### src/rtl/decode_buffer.sv
// decode_buffer: DEPTH-entry {instr, pc} queue that decodes its head MIPS instruction for execute
module decode_buffer #(
  parameter int DEPTH = 4,
  parameter bit BRANCH_EXT = 1'b0
) (
  input  logic                    clk,
  input  logic                    resetn,
  input  logic                    flush,
  input  logic                    in_valid,
  output logic                    in_ready,
  input  logic [31:0]             in_instr,
  input  logic [31:0]             in_pc,
  output logic                    out_valid,
  input  logic                    out_ready,
  output logic [31:0]             out_pc,
  output logic [8:0]              out_control,
  output logic [4:0]              out_rs,
  output logic [4:0]              out_rt,
  output logic [4:0]              out_shamt,
  output logic [4:0]              out_rd,
  output logic [31:0]             out_imm,
  output logic [2:0]              out_branch,
  output logic [31:0]             out_target,
  output logic                    out_illegal,
  output logic [$clog2(DEPTH):0]  count
);
  localparam int AW = $clog2(DEPTH);
  localparam logic [13:0] BR_CW = 14'b1_10_00_0_0_1_1110_0_0;
  logic [31:0] instr_q [DEPTH];
  logic [31:0] pc_q [DEPTH];
  logic [AW-1:0] wr_ptr, rd_ptr;
  logic push, pop;
  logic [31:0] hi, hp, pc4, ext, imm, tgt;
  logic [5:0] op, fn;
  logic [13:0] cw;
  logic [2:0] br;
  logic bad, cb;
  logic [4:0] rd;

  assign in_ready = count != (AW+1)'(DEPTH);
  assign out_valid = count != '0;
  assign push = in_valid & in_ready;
  assign pop = out_valid & out_ready;

  always_ff @(posedge clk or negedge resetn) begin
    if (!resetn) begin
      wr_ptr <= '0;
      rd_ptr <= '0;
      count <= '0;
    end else if (flush) begin
      wr_ptr <= '0;
      rd_ptr <= '0;
      count <= '0;
    end else begin
      if (push) wr_ptr <= wr_ptr + AW'(1);
      if (pop) rd_ptr <= rd_ptr + AW'(1);
      count <= (push && !pop) ? count + (AW+1)'(1) : (!push && pop) ? count - (AW+1)'(1) : count;
    end
  end

  always_ff @(posedge clk) begin
    if (push && !flush) begin
      instr_q[wr_ptr] <= in_instr;
      pc_q[wr_ptr] <= in_pc;
    end
  end

  assign hi = instr_q[rd_ptr];
  assign hp = pc_q[rd_ptr];
  assign op = hi[31:26];
  assign fn = hi[5:0];

  always_comb begin
    cw = '0;
    br = 3'd0;
    bad = 1'b0;
    case (op)
      6'h00: case (fn)
        6'h21: cw = 14'b0_00_01_1_0_0_0000_0_0;
        6'h23: cw = 14'b0_00_01_1_0_0_0001_0_0;
        6'h24: cw = 14'b0_00_01_1_0_0_0010_0_0;
        6'h25: cw = 14'b0_00_01_1_0_0_0011_0_0;
        6'h27: cw = 14'b0_00_01_1_0_0_0100_0_0;
        6'h26: cw = 14'b0_00_01_1_0_0_0101_0_0;
        6'h00: cw = 14'b0_00_01_1_1_0_0110_0_0;
        6'h03: cw = 14'b0_00_01_1_1_0_0111_0_0;
        6'h02: cw = 14'b0_00_01_1_1_0_1000_0_0;
        6'h2A: cw = 14'b0_00_01_1_0_0_1001_0_0;
        6'h2B: cw = 14'b0_00_01_1_0_0_1010_0_0;
        6'h08: br = 3'd7;
        default: bad = 1'b1;
      endcase
      6'h09: cw = 14'b1_00_10_1_0_1_0000_0_0;
      6'h0C: cw = 14'b0_00_10_1_0_1_0010_0_0;
      6'h0D: cw = 14'b0_00_10_1_0_1_0011_0_0;
      6'h0E: cw = 14'b0_00_10_1_0_1_0101_0_0;
      6'h0A: cw = 14'b1_00_10_1_0_1_1001_0_0;
      6'h0B: cw = 14'b1_00_10_1_0_1_1010_0_0;
      6'h0F: cw = 14'b0_01_10_1_0_1_1111_0_0;
      6'h23: cw = 14'b1_00_10_1_0_1_0000_1_0;
      6'h2B: cw = 14'b1_00_00_0_0_1_0000_0_1;
      6'h04: begin cw = BR_CW; br = 3'd1; end
      6'h05: begin cw = BR_CW; br = 3'd2; end
      6'h06: if (BRANCH_EXT) begin cw = BR_CW; br = 3'd3; end else bad = 1'b1;
      6'h07: if (BRANCH_EXT) begin cw = BR_CW; br = 3'd4; end else bad = 1'b1;
      6'h01: if (BRANCH_EXT && hi[20:17] == 4'd0) begin cw = BR_CW; br = hi[16] ? 3'd6 : 3'd5; end else bad = 1'b1;
      6'h02: br = 3'd7;
      6'h03: begin cw = 14'b0_11_11_1_0_1_1111_0_0; br = 3'd7; end
      default: bad = 1'b1;
    endcase
  end

  assign cb = br != 3'd0 && br != 3'd7;
  assign pc4 = hp + 32'd4;
  assign ext = cw[13] ? {{16{hi[15]}}, hi[15:0]} : {16'h0, hi[15:0]};
  assign imm = cw[12:11] == 2'b00 ? ext : cw[12:11] == 2'b01 ? {ext[15:0], 16'h0} :
               cw[12:11] == 2'b10 ? {ext[29:0], 2'b00} : hp + 32'd8;
  assign rd = cw[10:9] == 2'b00 ? 5'd0 : cw[10:9] == 2'b01 ? hi[15:11] : cw[10:9] == 2'b10 ? hi[20:16] : 5'd31;
  assign tgt = cb ? pc4 + {{14{hi[15]}}, hi[15:0], 2'b00} :
               (br == 3'd7 && op != 6'h00) ? {pc4[31:28], hi[25:0], 2'b00} : 32'h0;

  assign out_pc = out_valid ? hp : '0;
  assign out_control = out_valid ? cw[8:0] : '0;
  assign out_rs = out_valid ? hi[25:21] : '0;
  assign out_rt = out_valid ? hi[20:16] : '0;
  assign out_shamt = out_valid ? hi[10:6] : '0;
  assign out_rd = out_valid ? rd : '0;
  assign out_imm = (out_valid && !bad) ? imm : '0;
  assign out_branch = out_valid ? br : '0;
  assign out_target = out_valid ? tgt : '0;
  assign out_illegal = out_valid & bad;
endmodule

### config.mk
export PLATFORM = sky130hd
export DESIGN_NAME = decode_buffer
export DESIGN_NICKNAME = d
export VERILOG_FILES = /design/src/rtl/decode_buffer.sv
export SDC_FILE = /design/constraint.sdc
export NUM_CORES = 1
export LEC_CHECK = 0
export BUFFER_PORTS_ARGS = -buffer_cell sky130_fd_sc_hd__buf_2
export CAP_MARGIN = 15
export CORE_MARGIN = 2
export CORE_UTILIZATION = 55
export DETAILED_ROUTE_END_ITERATION = 6
export PLACE_DENSITY = 0.78
export SYNTH_ARGS = -nofsm -noshare
export SYNTH_HDL_FRONTEND = slang
export SYNTH_SLANG_ARGS = --single-unit
### constraint.sdc
create_clock -name clk -period 16.07 [get_ports clk]
set_clock_uncertainty 0.1 [all_clocks]
set_input_delay 3.214 -clock clk [delete_from_list [all_inputs] [get_ports clk]]
set_output_delay 3.214 -clock clk [all_outputs]
set_load 0.05 [all_outputs]
==> reports/metrics.cfg <==
[route]
wl_mm=37.85
vias=10140
vias_per_cell=6.182
first_pass_iters=7
ant_nets=0
drtIter0Drc=1151
drc=3
wl_per_cell_um=23.07

[sta]
timing.slew.headroom_pct=21.38
fin_crit_ps=9658
worstMarginPinSlew_ps=1173
setup_violations=0
finalMaxSlewViolations=0
rsz0062_at_grt=false
fmax_mhz=103.5
holdWs_ps=510.3
final.setup.worst_slack_ps=6412
period_share_pct=60.10
hold_viol=0
tns_ps=0

[pwr]
peakVddDrop_mv=0.1745
powerDensity_mw_per_mm2=201.2
leakage_nw=6.063
power_mw=3.286

[global_route]
grt_pass1_wl_mm=56.33
grt-ovfl-total=0
grt.total_usage_pct=27.93
grt_pass1_vias=9690
antenna_found_initial=2
grt_max_degree=65

[clock_tree]
cts_resized=0
clk_pin_slew_ps=60
cts_tree=yes
clk_latency_ps=530
clockRootBuffer=clkbuf_16
hold_buffers=0
cts_buffers=27
postCtsSetupRepairBufs=0
htreeDepth=1
clockBufferDepth=3
cts_sinks=263

[min_path]
hold_start=wr_ptr[1]
min_path_cells=2
hold_path.class=register to register

[cells_and_area]
area_growth_pct=14.92
finalCoreUtilization_pct=64.67
n_fill_cell=1910
stdcell_count=1641
nets=1400
final_area_sq_mm=0.01633
drive_above_1_share_pct=28.19

[critical_path]
arrival_ps=6340
worstReg2RegStart=count[1]
crit_path_top_delay_cell=dfrtp_4
worst-setup-path-type=register to output pin
crit_chain=buf_4 > mux4_2 > ha_1 > nand3_1 > or3_4 > or2_2 > xnor2_1 > ha_1 > inv_1 > o21bai_1 > a221o_1 > a41o_1 > a311oi_1 > o31ai_1 > xnor2_1 > o21ai_0 > buf_2
crit_family=compound AO/OA/AOI/OAI gates
startpoint=rd_ptr[0]
crit_required_ps=12760
reg2reg_slack_ps=13030
cp.depth=17
endpoint_kind=output pin
cp_num_buf_inv=3
max_stage_delay_ps=820
critPathLaunchType=register
cp_max_fo=36
reg2reg_depth=9

[run_status]
outcome=finished, violations left
violations=DRC

[yosys]
ys_seq_area_share_pct=55.33
synthCells=1098
synth_edf_count=256
yosysWarningCount=0
syn_area_sq_mm=0.01421
synth.avg_cell_area_sq_um=12.94
synth.distinct_cells=74
synth_seq_cells=263
synthesis.nets=1208
synth_ff_type=edfxtp_1
async_flop_share_pct=2.662

[placed_design]
dp_hpwl_mm=26.58
port_buffers=202
gp_congestion=0.9331
placed_cells=1591
place_area_sq_mm=0.01545
post-place-ws_ps=6960

[floorplanning]
die_area_sq_mm=0.02714
die_h_um=164.7
initial_utilization_pct=56.27
die_w_um=164.7
rows=58
ioPinCount=203
core_sq_mm=0.02525

[job]
drv_cap=0

[Yosys cell counts (5+ instances only)]
| cell type | number | area [sq um] |
|---|---|---|
| xnor2_1 | 46 | 402.9 |
| o211ai_1 | 6 | 45.04 |
| nand3_1 | 25 | 125.1 |
| o221a_2 | 5 | 56.30 |
| ha_1 | 39 | 488.0 |
| nor2_1 | 118 | 442.9 |
| buf_6 | 6 | 67.56 |
| a31oi_1 | 9 | 56.30 |
| inv_1 | 23 | 86.33 |
| a21o_1 | 12 | 90.09 |
| a21oi_1 | 53 | 265.3 |
| xor2_1 | 41 | 359.1 |
| mux4_2 | 63 | 1419 |
| a22oi_1 | 20 | 150.1 |
| nor4_1 | 7 | 43.79 |
| and3_1 | 8 | 50.05 |
| clkbuf_1 | 29 | 108.9 |
| mux2i_1 | 6 | 60.06 |
| and2_1 | 51 | 319.1 |
| or2_2 | 7 | 43.79 |
| a222oi_1 | 6 | 60.06 |
| dfrtp_1 | 7 | 175.2 |
| buf_2 | 5 | 25.02 |
| nor3_1 | 14 | 70.07 |
| buf_1 | 5 | 18.77 |
| nand2b_1 | 13 | 81.33 |
| o22ai_1 | 9 | 56.30 |
| nand4_1 | 7 | 43.79 |
| o21ai_0 | 38 | 190.2 |
| nand2_1 | 76 | 285.3 |
| edfxtp_1 | 256 | 7687 |
[tightest hold or removal path: stages, from the launching register on]
cell and delay [ps]:
dfrtp_1 400, mux2i_1 100, nor2_1 80
[cells in the final DEF (no fill, tap or decap), drive strengths merged, types with 9 or more instances in the layout]
master  synthesis  final
ha             39     39
mux4           64     64
nor2          125    125
nor3           16     16
o22ai           9      9
inv            24     25
a21o           14     14
nand3          26     26
nand2b         13     13
edfxtp        256    256
nand2          79     79
o21ai          39     39
buf            22    214
clkbuf         29     33
a21oi          54     54
xor2           41     41
a22oi          20     20
a31oi           9      9
clkinv          0      9
xnor2          46     46
or2             9      9
and2           51     51
[report_power, final]
group / total (mW) / switching, mW / internal [mW]
registers: 0.838 / 0.0358 / 0.802
clock network: 0.619 / 0.247 / 0.372
logic: 1.83 / 1.24 / 0.587
total: 3.29 / 1.52 / 1.76
[cell type report]
cell class,count,area [sq um],area share (%)
Antenna cell,2,5.005,0.03064
Clock buffer,33,698.2,4.275
Clock inverter,15,181.4,1.111
Inverter,24,90.09,0.5516
Multi-Input combinational cell,760,5976,36.59
Sequential cell,263,7868,48.17
Tap cell,330,412.9,2.528
Timing Repair Buffer,214,1101,6.742
[cell families after synthesis]
kind of cell / Yosys count / share of synthesized area [%]
DFF: 263 / 55.33
AOI/OAI and AO/OA: 201 / 9.632
muxes: 73 / 10.83
xor gates and xnor gates: 87 / 5.362
and+or+nand+nor: 358 / 12.37
adders and majority gates: 41 / 3.715
buffers and inverters: 75 / 2.764
[state kept, by name, indices dropped and copies added, names as in the netlist]
register	cells
count	3
instr_q	128
pc_q	128
rd_ptr	2
wr_ptr	2
[routing by layer]
metal | share of wire, % | vias to the layer above | GRT usage, %
met5 | 0 | - | 0
met4 | 1.8 | 0 | 6.522
met3 | 9.6 | 49 | 5.324
met2 | 48 | 533 | 45.63
met1 | 40 | 4995 | 39.31
li1 | - | 4567 | -
[worst paths after layout]
check | to
worst max-delay path | out_target[30]
worst min-delay path | wr_ptr[1]
max in group asynchronous | rd_ptr[0]
min in group asynchronous | wr_ptr[0]
worst min register to register | wr_ptr[1]
worst max register to register | count[2]
Note: power is estimated with default switching activity, not from simulation.
